## src/rtl/glitch_sequencer_pkg.sv

```systemverilog
// Shared definitions for the glitch sequencer and its program ROM: opcodes,
// bus/ack encodings, instruction field layout and FSM states.
package glitch_sequencer_pkg;

    localparam int unsigned INSTR_W  = 12;
    localparam int unsigned DATA_W   = 8;
    localparam int unsigned PT_W     = 8;
    localparam int unsigned DNUM_W   = 8;
    localparam int unsigned DLY_W    = 32;
    localparam int unsigned PT_EXT_W = PT_W + 1;

    localparam int unsigned OP_MSB   = 11;
    localparam int unsigned OP_LSB   = 10;
    localparam int unsigned BUS_BIT  = 9;
    localparam int unsigned DATA_MSB = 8;
    localparam int unsigned DATA_LSB = 1;
    localparam int unsigned ACK_BIT  = 0;

    typedef enum logic [1:0] {
        OP_I2C_CHK = 2'b00,
        OP_DAC_UP  = 2'b01,
        OP_DELAY   = 2'b10,
        OP_RSVD    = 2'b11
    } op_e;

    localparam logic PRIV_BUS = 1'b0;
    localparam logic MAIN_BUS = 1'b1;
    localparam logic ACK      = 1'b0;
    localparam logic NAK      = 1'b1;

    // Field order mirrors the ROM word layout, MSB first.
    typedef struct packed {
        op_e               op;
        logic              bus;
        logic [DATA_W-1:0] data;
        logic              ack;
    } instr_t;

    typedef enum logic [2:0] {
        ST_IDLE     = 3'd0,
        ST_FETCH    = 3'd1,
        ST_LOAD     = 3'd2,
        ST_DELAY    = 3'd3,
        ST_WAIT_I2C = 3'd4,
        ST_DONE     = 3'd5,
        ST_FAULT    = 3'd6
    } state_e;

    function automatic instr_t decode_instr(input logic [INSTR_W-1:0] w);
        instr_t d;
        d.op   = op_e'(w[OP_MSB:OP_LSB]);
        d.bus  = w[BUS_BIT];
        d.data = w[DATA_MSB:DATA_LSB];
        d.ack  = w[ACK_BIT];
        return d;
    endfunction

    function automatic logic [INSTR_W-1:0] make_instr(input op_e op, input logic bus,
                                                      input logic [DATA_W-1:0] data,
                                                      input logic ack);
        logic [INSTR_W-1:0] w;
        w                    = '0;
        w[OP_MSB:OP_LSB]     = op;
        w[BUS_BIT]           = bus;
        w[DATA_MSB:DATA_LSB] = data;
        w[ACK_BIT]           = ack;
        return w;
    endfunction

endpackage

```

## src/rtl/glitch_delay_counter.sv

```systemverilog
// 32-bit down-counter for DELAY instructions; saturates at zero, never wraps.
module glitch_delay_counter
    import glitch_sequencer_pkg::*;
(
    input  logic             clk,
    input  logic             rst_n,
    input  logic             load,
    input  logic [DLY_W-1:0] load_val,
    input  logic             enable,
    output logic             zero_c,
    output logic             last_c
);

    logic [DLY_W-1:0] count;

    always_ff @(posedge clk or negedge rst_n) begin
        if (!rst_n) begin
            count <= '0;
        end else if (load) begin
            count <= load_val;
        end else if (enable && (count != '0)) begin
            count <= count - DLY_W'(1);
        end
    end

    assign zero_c = (count == '0);
    // Count of one marks the final cycle of the delay window.
    assign last_c = (count == DLY_W'(1));

endmodule

```

## src/rtl/glitch_sequencer.sv

```systemverilog
// ROM-programmed glitch sequencer: steps DAC codes, timed delays and I2C
// byte checks, rewinding a check run to its first instruction on mismatch.
module glitch_sequencer
    import glitch_sequencer_pkg::*;
#(
    parameter int unsigned prog_len = 14
) (
    input  logic              clk,
    input  logic              rst_n,
    input  logic              start,
    input  logic              abort,
    output logic [PT_W-1:0]   instr_pt,
    input  logic [INSTR_W-1:0] instr,
    output logic [DNUM_W-1:0] delay_num,
    input  logic [DLY_W-1:0]  delay_len,
    input  logic              mon_valid,
    input  logic              mon_bus,
    input  logic [DATA_W-1:0] mon_data,
    input  logic              mon_ack,
    output logic [DATA_W-1:0] dac_data,
    output logic              dac_we,
    output logic              busy,
    output logic              done,
    output logic              fault
);

    localparam logic [PT_EXT_W-1:0] PROG_END = PT_EXT_W'(prog_len);

    state_e            state, state_nxt;
    logic [PT_W-1:0]   instr_pt_nxt;
    logic [DNUM_W-1:0] delay_num_nxt;
    logic [PT_W-1:0]   chk_base, chk_base_nxt;
    logic              in_run, in_run_nxt;
    logic [DATA_W-1:0] dac_data_nxt;
    logic              dac_we_nxt;
    logic              busy_nxt;
    logic              done_nxt;
    logic              fault_nxt;

    instr_t             ins_c;
    logic [PT_EXT_W-1:0] pt_inc_ext_c;
    logic               last_instr_c;
    logic               advance_c;
    logic               cnt_load_c;
    logic               cnt_en_c;
    logic               cnt_zero_c;
    logic               cnt_last_c;
    logic               bus_hit_c;
    logic               byte_ok_c;

    assign ins_c        = decode_instr(instr);
    assign pt_inc_ext_c = {1'b0, instr_pt} + PT_EXT_W'(1);
    assign last_instr_c = (pt_inc_ext_c == PROG_END);
    assign bus_hit_c    = mon_valid && (mon_bus == ins_c.bus);
    assign byte_ok_c    = (mon_data == ins_c.data) && (mon_ack == ins_c.ack);

    glitch_delay_counter u_delay_counter (
        .clk      (clk),
        .rst_n    (rst_n),
        .load     (cnt_load_c),
        .load_val (delay_len),
        .enable   (cnt_en_c),
        .zero_c   (cnt_zero_c),
        .last_c   (cnt_last_c)
    );

    // Next-state and next-output logic.
    always_comb begin
        state_nxt     = state;
        instr_pt_nxt  = instr_pt;
        delay_num_nxt = delay_num;
        chk_base_nxt  = chk_base;
        in_run_nxt    = in_run;
        dac_data_nxt  = dac_data;
        dac_we_nxt    = 1'b0;
        done_nxt      = done;
        fault_nxt     = fault;
        advance_c     = 1'b0;
        cnt_load_c    = 1'b0;
        cnt_en_c      = 1'b0;

        if (abort) begin
            state_nxt = ST_IDLE;
            done_nxt  = 1'b0;
            fault_nxt = 1'b0;
        end else begin
            unique case (state)
                ST_IDLE, ST_DONE, ST_FAULT: begin
                    if (start) begin
                        state_nxt    = ST_FETCH;
                        instr_pt_nxt = '0;
                        in_run_nxt   = 1'b0;
                        done_nxt     = 1'b0;
                        fault_nxt    = 1'b0;
                    end
                end
                ST_FETCH: begin
                    unique case (ins_c.op)
                        OP_DAC_UP: begin
                            dac_data_nxt = ins_c.data;
                            dac_we_nxt   = 1'b1;
                            in_run_nxt   = 1'b0;
                            advance_c    = 1'b1;
                        end
                        OP_DELAY: begin
                            delay_num_nxt = DNUM_W'(ins_c.data);
                            in_run_nxt    = 1'b0;
                            state_nxt     = ST_LOAD;
                        end
                        OP_I2C_CHK: begin
                            // Only the first check of a run sets the rewind point.
                            if (!in_run) begin
                                chk_base_nxt = instr_pt;
                            end
                            in_run_nxt = 1'b1;
                            state_nxt  = ST_WAIT_I2C;
                        end
                        OP_RSVD: begin
                            state_nxt = ST_FAULT;
                            fault_nxt = 1'b1;
                        end
                    endcase
                end
                ST_LOAD: begin
                    cnt_load_c = 1'b1;
                    if (delay_len == '0) begin
                        advance_c = 1'b1;
                    end else begin
                        state_nxt = ST_DELAY;
                    end
                end
                ST_DELAY: begin
                    cnt_en_c = 1'b1;
                    if (cnt_last_c || cnt_zero_c) begin
                        advance_c = 1'b1;
                    end
                end
                ST_WAIT_I2C: begin
                    if (bus_hit_c) begin
                        if (byte_ok_c) begin
                            advance_c = 1'b1;
                        end else begin
                            instr_pt_nxt = chk_base;
                            state_nxt    = ST_FETCH;
                        end
                    end
                end
                default: begin
                    state_nxt = ST_IDLE;
                end
            endcase

            if (advance_c) begin
                if (last_instr_c) begin
                    state_nxt = ST_DONE;
                    done_nxt  = 1'b1;
                end else begin
                    instr_pt_nxt = pt_inc_ext_c[PT_W-1:0];
                    state_nxt    = ST_FETCH;
                end
            end
        end

        busy_nxt = (state_nxt == ST_FETCH) || (state_nxt == ST_LOAD) ||
                   (state_nxt == ST_DELAY) || (state_nxt == ST_WAIT_I2C);
    end

    // State and registered outputs.
    always_ff @(posedge clk or negedge rst_n) begin
        if (!rst_n) begin
            state     <= ST_IDLE;
            instr_pt  <= '0;
            delay_num <= '0;
            chk_base  <= '0;
            in_run    <= 1'b0;
            dac_data  <= '0;
            dac_we    <= 1'b0;
            busy      <= 1'b0;
            done      <= 1'b0;
            fault     <= 1'b0;
        end else begin
            state     <= state_nxt;
            instr_pt  <= instr_pt_nxt;
            delay_num <= delay_num_nxt;
            chk_base  <= chk_base_nxt;
            in_run    <= in_run_nxt;
            dac_data  <= dac_data_nxt;
            dac_we    <= dac_we_nxt;
            busy      <= busy_nxt;
            done      <= done_nxt;
            fault     <= fault_nxt;
        end
    end

endmodule

```

## config.mk

```make
export PLATFORM = sky130hd
export DESIGN_NAME = glitch_sequencer
export DESIGN_NICKNAME = d
export VERILOG_FILES = /design/src/rtl/glitch_sequencer_pkg.sv /design/src/rtl/glitch_delay_counter.sv /design/src/rtl/glitch_sequencer.sv
export SDC_FILE = /design/constraint.sdc
export NUM_CORES = 1
export LEC_CHECK = 0
export ABC_AREA = 1
export BUFFER_PORTS_ARGS = -buffer_cell sky130_fd_sc_hd__buf_2
export CORE_MARGIN = 1.5
export CORE_UTILIZATION = 55
export DETAILED_ROUTE_END_ITERATION = 7
export PLACE_DENSITY = 0.79
export SETUP_SLACK_MARGIN = 0.5
export SKIP_LAST_GASP = 1
export SLEW_MARGIN = 0
export SYNTH_ARGS = -nofsm -noshare
export SYNTH_HDL_FRONTEND = slang
export SYNTH_HIERARCHICAL = 1
export SYNTH_SLANG_ARGS = --single-unit
```

## constraint.sdc

```tcl
create_clock -name clk -period 2.76 [get_ports clk]
set_clock_uncertainty 0.05 [all_clocks]
set_input_delay 0.828 -clock clk [delete_from_list [all_inputs] [get_ports clk]]
set_output_delay 0.828 -clock clk [all_outputs]
set_load 0.01 [all_outputs]
```

[Word level (Yosys, flattened, before mapping)]
Index checks and enable logic that the tools add are counted.
Operators by class
  div/mod/pow operators: 0
  multiplexer cells: 41
  bitwise gates (word level): 2
  eq/ne operators: 22
  shift operators: 0
  multipliers: 0
  reductions and logical operators: 22
  $lt $le $gt $ge: 0
  add/subtract/negate cells: 2
Operators by type and width (count)
  $logic_not A32 Y1: 2
  $mux W32: 2
  $mux W8: 5
  $eq A32 B1 Y1 const B: 1
  $reduce_bool A32 Y1: 1
  $sub A32 B1 Y32 const B: 1
  $mux W3: 7
  $mux W1: 20
  $pmux W8 S2: 1
  $pmux W3 S5: 1
  $eq A3 B2 Y1 const B: 4
  $eq A3 B3 Y1 const B: 4
  $add A8 B1 Y9 const B: 1
  $eq A9 B4 Y1 const B: 1
  $pmux W3 S3: 1
  $reduce_and A3 Y1: 3
  $eq A8 B8 Y1: 1
  $reduce_and A4 Y1: 2
  $eq A3 B1 Y1 const B: 2
  $ne A3 B3 Y1 const B: 2
  $pmux W1 S2: 3
  $eq A2 B2 Y1 const B: 2
  $logic_or A1 B1 Y1: 4
  $pmux W1 S4: 1
  other kinds (12): 17
Word-level totals
  flip-flop bits (word level): 72
  bits in latches: 0
  memory bits (read-only): 0
  logic and storage cells: 100
  memories: 0
  bits in writable memories: 0

[Depth between registers and ports, before layout]
  depth in word-level cells: 12
  mapped depth: 16
  depth with buffers taken out: 16

[Cells and area by module]
The synthesis kept the hierarchy.
Modules (own cells, without submodules)
  glitch_delay_counter: cells each 432, instances 1, area an instance 2678.8 um^2
  glitch_sequencer: cells each 372, instances 1, area an instance 2605.0 um^2

[Worst setup path before layout]
Ideal clock, no wire load.
  kind: input -> register
  start: input port abort
  end: register u_delay_counter.count[31]
  setup slack: 0.529 ns
  stages: 8
  path buffers: 4
  arrival time: 2.112 ns
  setup time: 0.069 ns
  data required time: 2.641 ns
  cell sequence: clkbuf_1 -> nor3_1 -> buf_2 -> inv_1 -> buf_2 -> clkbuf_1 -> nand3_1 -> nand3_1
RTL lines
  from (decl): line glitch_sequencer.sv:11  | input logic abort,
  $mux W1 (*): line glitch_sequencer.sv:82  | if (abort) begin
  net cnt_load_c: line glitch_sequencer.sv:44  | logic cnt_load_c;
  $mux W32 or $reduce_bool A2 Y1 (tied branches)
  to (signal assigned): line glitch_delay_counter.sv:20  | count <= load_val;
  to (signal assigned): line glitch_delay_counter.sv:22  | count <= count - DLY_W'(1);
  to (decl): line glitch_delay_counter.sv:14  | logic [DLY_W-1:0] count;
Mark *: on every way through the listed nets, which the timed path passes. The rest lies on a longest branch.
A chain may end at the register's enable or synchronous reset.

[Worst setup path after layout]
  start: register u_delay_counter.count[23]
  end: register instr_pt[4]
Between the ends
  cells in the longest elaborated chain, start to end: 6
RTL lines
  $logic_not A32 Y1: line glitch_delay_counter.sv:26  | assign zero_c = (count == '0);
  net cnt_zero_c: line glitch_sequencer.sv:46  | logic cnt_zero_c;
  $logic_or A1 B1 Y1: line glitch_sequencer.sv:134  | if (cnt_last_c || cnt_zero_c) begin
  $mux W1: line glitch_sequencer.sv:134
  $pmux W1 S4: line glitch_sequencer.sv:87  | unique case (state)
  $mux W1: line glitch_sequencer.sv:82
  $mux W8: line glitch_sequencer.sv:153  | if (advance_c) begin
  to (signal assigned): line glitch_sequencer.sv:183  | instr_pt <= instr_pt_nxt;
  to (decl): line glitch_sequencer.sv:12  | output logic [PT_W-1:0] instr_pt,
The timed path passes the listed nets, and every way through them passes these cells. The select of a mux whose other input is x is not followed.

==> summary.md <==
Root buffer cell: sky130_fd_sc_hd__clkbuf_8. Max-cap violations in this run came to 0. In the final routed layout, each cell accounts on average for 14.1 um. Summed over all failing endpoints, the final setup total negative slack is 0 ns. The share of post-route cells with drive strength above 1 was 0.238; the share of the synthesized area in the top cell type was 0.341.

By area the synthesized netlist is led by sky130_fd_sc_hd__dfrtp_1, sky130_fd_sc_hd__nand2_1, sky130_fd_sc_hd__nand3_1, sky130_fd_sc_hd__nor2_1, sky130_fd_sc_hd__inv_1. The most used flip-flop cell after synthesis is sky130_fd_sc_hd__dfrtp_1. The top cell types in the final layout, fill and taps aside, are sky130_fd_sc_hd__nand2_1, sky130_fd_sc_hd__nor2_1, sky130_fd_sc_hd__buf_2, sky130_fd_sc_hd__inv_1, sky130_fd_sc_hd__nand3_1. The logs give 0.417 ns for the worst hold slack after final layout and 24.2 mm for the first-pass GRT wire length. STA classifies the critical path startpoint as a flip-flop. Setup slack closes at 0.582 ns. The run gives 0 as the number of hold-repair buffers added at the cts stage. In this run the critical register-to-register path is launched from u_delay_counter/count[23]. The run gives 0.341 as the sequential fraction of the synthesis area.

In this run, synthesis produced a sequential element count of 72. Excluding fillers, the count of instances in the completed layout stands at 1041. The max-slew violation total from the final report is 0. The clock period minus final worst setup slack was 2.18 ns; the layout overhead on the synthesized area was 21.9%. In this run, the number of DRC markers left after iteration 0 of detailed routing was 337.

Input and output buffers added on the ports amount to 86. The highest metal layer used by the detailed router was met4. The cell count after synthesis was 804. The peak fanout along the critical path was 13. The die extent in x is 101 um. Setup repair after global routing could not meet its margin everywhere. The tools report the initial cell density of the core as 0.569. Yosys printed 6 warnings. The first TritonRoute pass finished after 5 iterations. 87 I/O pins were placed. The tools report the core utilization of the finished layout as 0.694. The signal arrival time at the worst endpoint was 2.39 ns; the unique cell type count in the Yosys netlist was 41. The detailed router put a total of 5.96 mm of wire on met1.

The kind of critical path was reg -> reg. The logs give 2 for the number of buffers on the longest clock path and 0 for the count of antenna-violating nets left after detailed routing. The synthesized area per cell is 6.57 um2. The die area is 10200 um2, and the layout filler cell count is 776.

The fraction of registers with async set/reset works out to 1.00. The maximum number of pins on one net before global-route repair was 73. The worst hold path class was in -> async.

Timing would allow up to 0.459 GHz. The number of enable flip-flop cells after synthesis is 0, and the number of buffers created by CTS is 9. The power density relative to cell area was 993 nW/um2; the placed instance count was 1005. The switching part of the total is 0.456.

sky130_fd_sc_hd__dfrtp_1 takes more of the synthesized area than any other cell. Combined global-route utilization of all metal layers: 0.297. The number of DRC violations after detailed routing is 0.

The placed wire-length estimate came out at 10.2 mm. The proportion of power drawn by flip-flops and latches is 0.324, and the final wirelength is 14.7 mm. Tracing the worst setup path back leads to its startpoint at u_delay_counter/count[23]. The chip height was 101 um; the total number of vias was 5616. For this run, the post-layout net count is 976.

The worst setup slack after placement is 0.214 ns. The internal cell power was 3480 uW; the insertion delay of the later-clocked pin in the worst-skew pair was 0.36 ns. The number of global-route vias before repair was 5384. 0 antenna diodes ended up in the layout. The logs give 0 for the number of hold-slack violations in the final timing report and 35 for the number of cell rows.

Using the TritonRoute via totals, the vias-per-cell ratio works out to 5.39. The worst-case headroom to the max-slew limit was 0.594. TritonCTS built the clock tree. When the netlist entered floorplanning its net count stood at 873. The core region is 9280 um2. Number of antenna violations at the first check in global routing: 0. Peak supply drop: 0.476 mV.

The library cell used most frequently in the layout, excluding fill and tap cells, is sky130_fd_sc_hd__nand2_1. The run finished with clean final reports. For the sum of met3 wire segment lengths after detailed routing, the log shows 1.06 mm. Leftover overflow at the end of global routing: 0. In this run the cell area of the synthesized design comes to 5280 um2. The clock tree synthesis step divided the H-tree into 3 levels. The total leakage power came out at 0.00334 uW. For the required time of the critical path, the log shows 2.97 ns.

The run gives 0.917 as the final RePlAce weighted congestion. For this design the total switching power over the nets is 2920 uW. The clock-pin slew reported for the worst setup and hold paths after clock tree synthesis works out to 0.09 ns.

The clock network power share came out at 0.193. At the pin with the least slew margin, the transition time is 0.607 ns. The worst setup path is captured at a flip-flop. Number of endpoints failing setup at the final stage: 0. The wire length on met2 is 7.20 mm, and the final critical-path share of the clock period is 0.789.

The share of total power in combinational logic is 0.482, and the CTS sink count is 72.
kinds of logic (layout without fill, tap and decap cells):
kind of cell,count (synthesis),count (layout),synth area share
AO/OA/AOI/OAI,78,78,0.0850
XOR/XNOR,13,13,0.0215
adder cells (fa/ha/maj),10,10,0.0237
buffers and inverters,112,220,0.0876
flip-flops,72,72,0.341
AND/OR/NAND/NOR,519,519,0.441
cell type report:
class | instances | area, um2 | area share
multi-input cells | 620 | 3180 | 0.493
repair inverters | 1 | 7.51 | 0.00117
repair buffers | 111 | 643 | 0.0998
flip-flops and latches | 72 | 1810 | 0.281
well taps | 129 | 161 | 0.0251
inverters | 92 | 350 | 0.0544
clock inverters | 7 | 168 | 0.0260
clock buffers | 9 | 124 | 0.0192
timing repair:
action | CTS | global route
gates cloned | 0 | 1
resized for setup | 6 | 41
endpoints found under the setup margin | 30 | 37
pin swaps | 3 | 7
buffers inserted | 6 | 13
metal layers:
| metal | up-vias | track usage |
|---|---|---|
| li1 | 2740 | - |
| met1 | 2587 | 0.366 |
| met2 | 246 | 0.515 |
| met3 | 43 | 0.0451 |
| met4 | 0 | 0.137 |
| met5 | - | 0 |
synth_stat cells (all sizes together) (8+ instances only):
master and number:
buf 13, nand3 85, o21ai 66, inv 90, nand2 287, nand4 13
dfrtp 72, nor2 111, xnor2 8, ha 10, nand3b 8
worst paths after layout:
check | cells past startpoint | slack [ns] | end
setup / recovery | 13 | 0.58 | instr_pt[4]
hold / removal | 2 | 0.42 | u_delay_counter/count[9]
setup reg to reg | 13 | 0.58 | instr_pt[4]
hold reg to reg | 2 | 0.44 | dac_data[1]
max in group asynchronous | 2 | 1.86 | instr_pt[0]
min in group clk | 2 | 0.44 | dac_data[1]
state kept, by name (all words and copies together), names as in the netlist, 3 cells and up:
name and flops:
instr_pt 8, chk_base 8, dac_data 8, delay_num 8
u_delay_counter/count 32, state 3
per-stage QoR:
step           cell area (um2)  power (uW)
6_report                  6440        6400
3_5_place_dp              5820        4710
2_1_floorplan             5280        3930
4_1_cts                   6180        6030
5_1_grt                   6440        6930
3_3_place_gp              5820        4590
power groups by stage:
stage               Clock, uW  Combinational (uW)  Sequential (uW)
floorplan                   0                1960             1970
global placement            0                2590             2000
detailed placement          0                2690             2020
CTS                      1240                2770             2010
global route             1290                3490             2150
finish                   1240                3090             2080
worst max-delay path: stages, from the launching register on:
cell and delay (ns):
sky130_fd_sc_hd__dfrtp_2 0.45, sky130_fd_sc_hd__nor2_2 0.19, sky130_fd_sc_hd__nand2_2 0.10, sky130_fd_sc_hd__nor2_4 0.14, sky130_fd_sc_hd__nand2_4 0.10, sky130_fd_sc_hd__nor3_2 0.15
sky130_fd_sc_hd__nor2_1 0.07, sky130_fd_sc_hd__nor2_1 0.12, sky130_fd_sc_hd__a21oi_2 0.07, sky130_fd_sc_hd__nand3_4 0.17, sky130_fd_sc_hd__nand2_8 0.10, sky130_fd_sc_hd__or2_1 0.22
sky130_fd_sc_hd__nand3_1 0.08, sky130_fd_sc_hd__nand2_1 0.05
No activity file was read; power rests on OpenSTA's default activity.
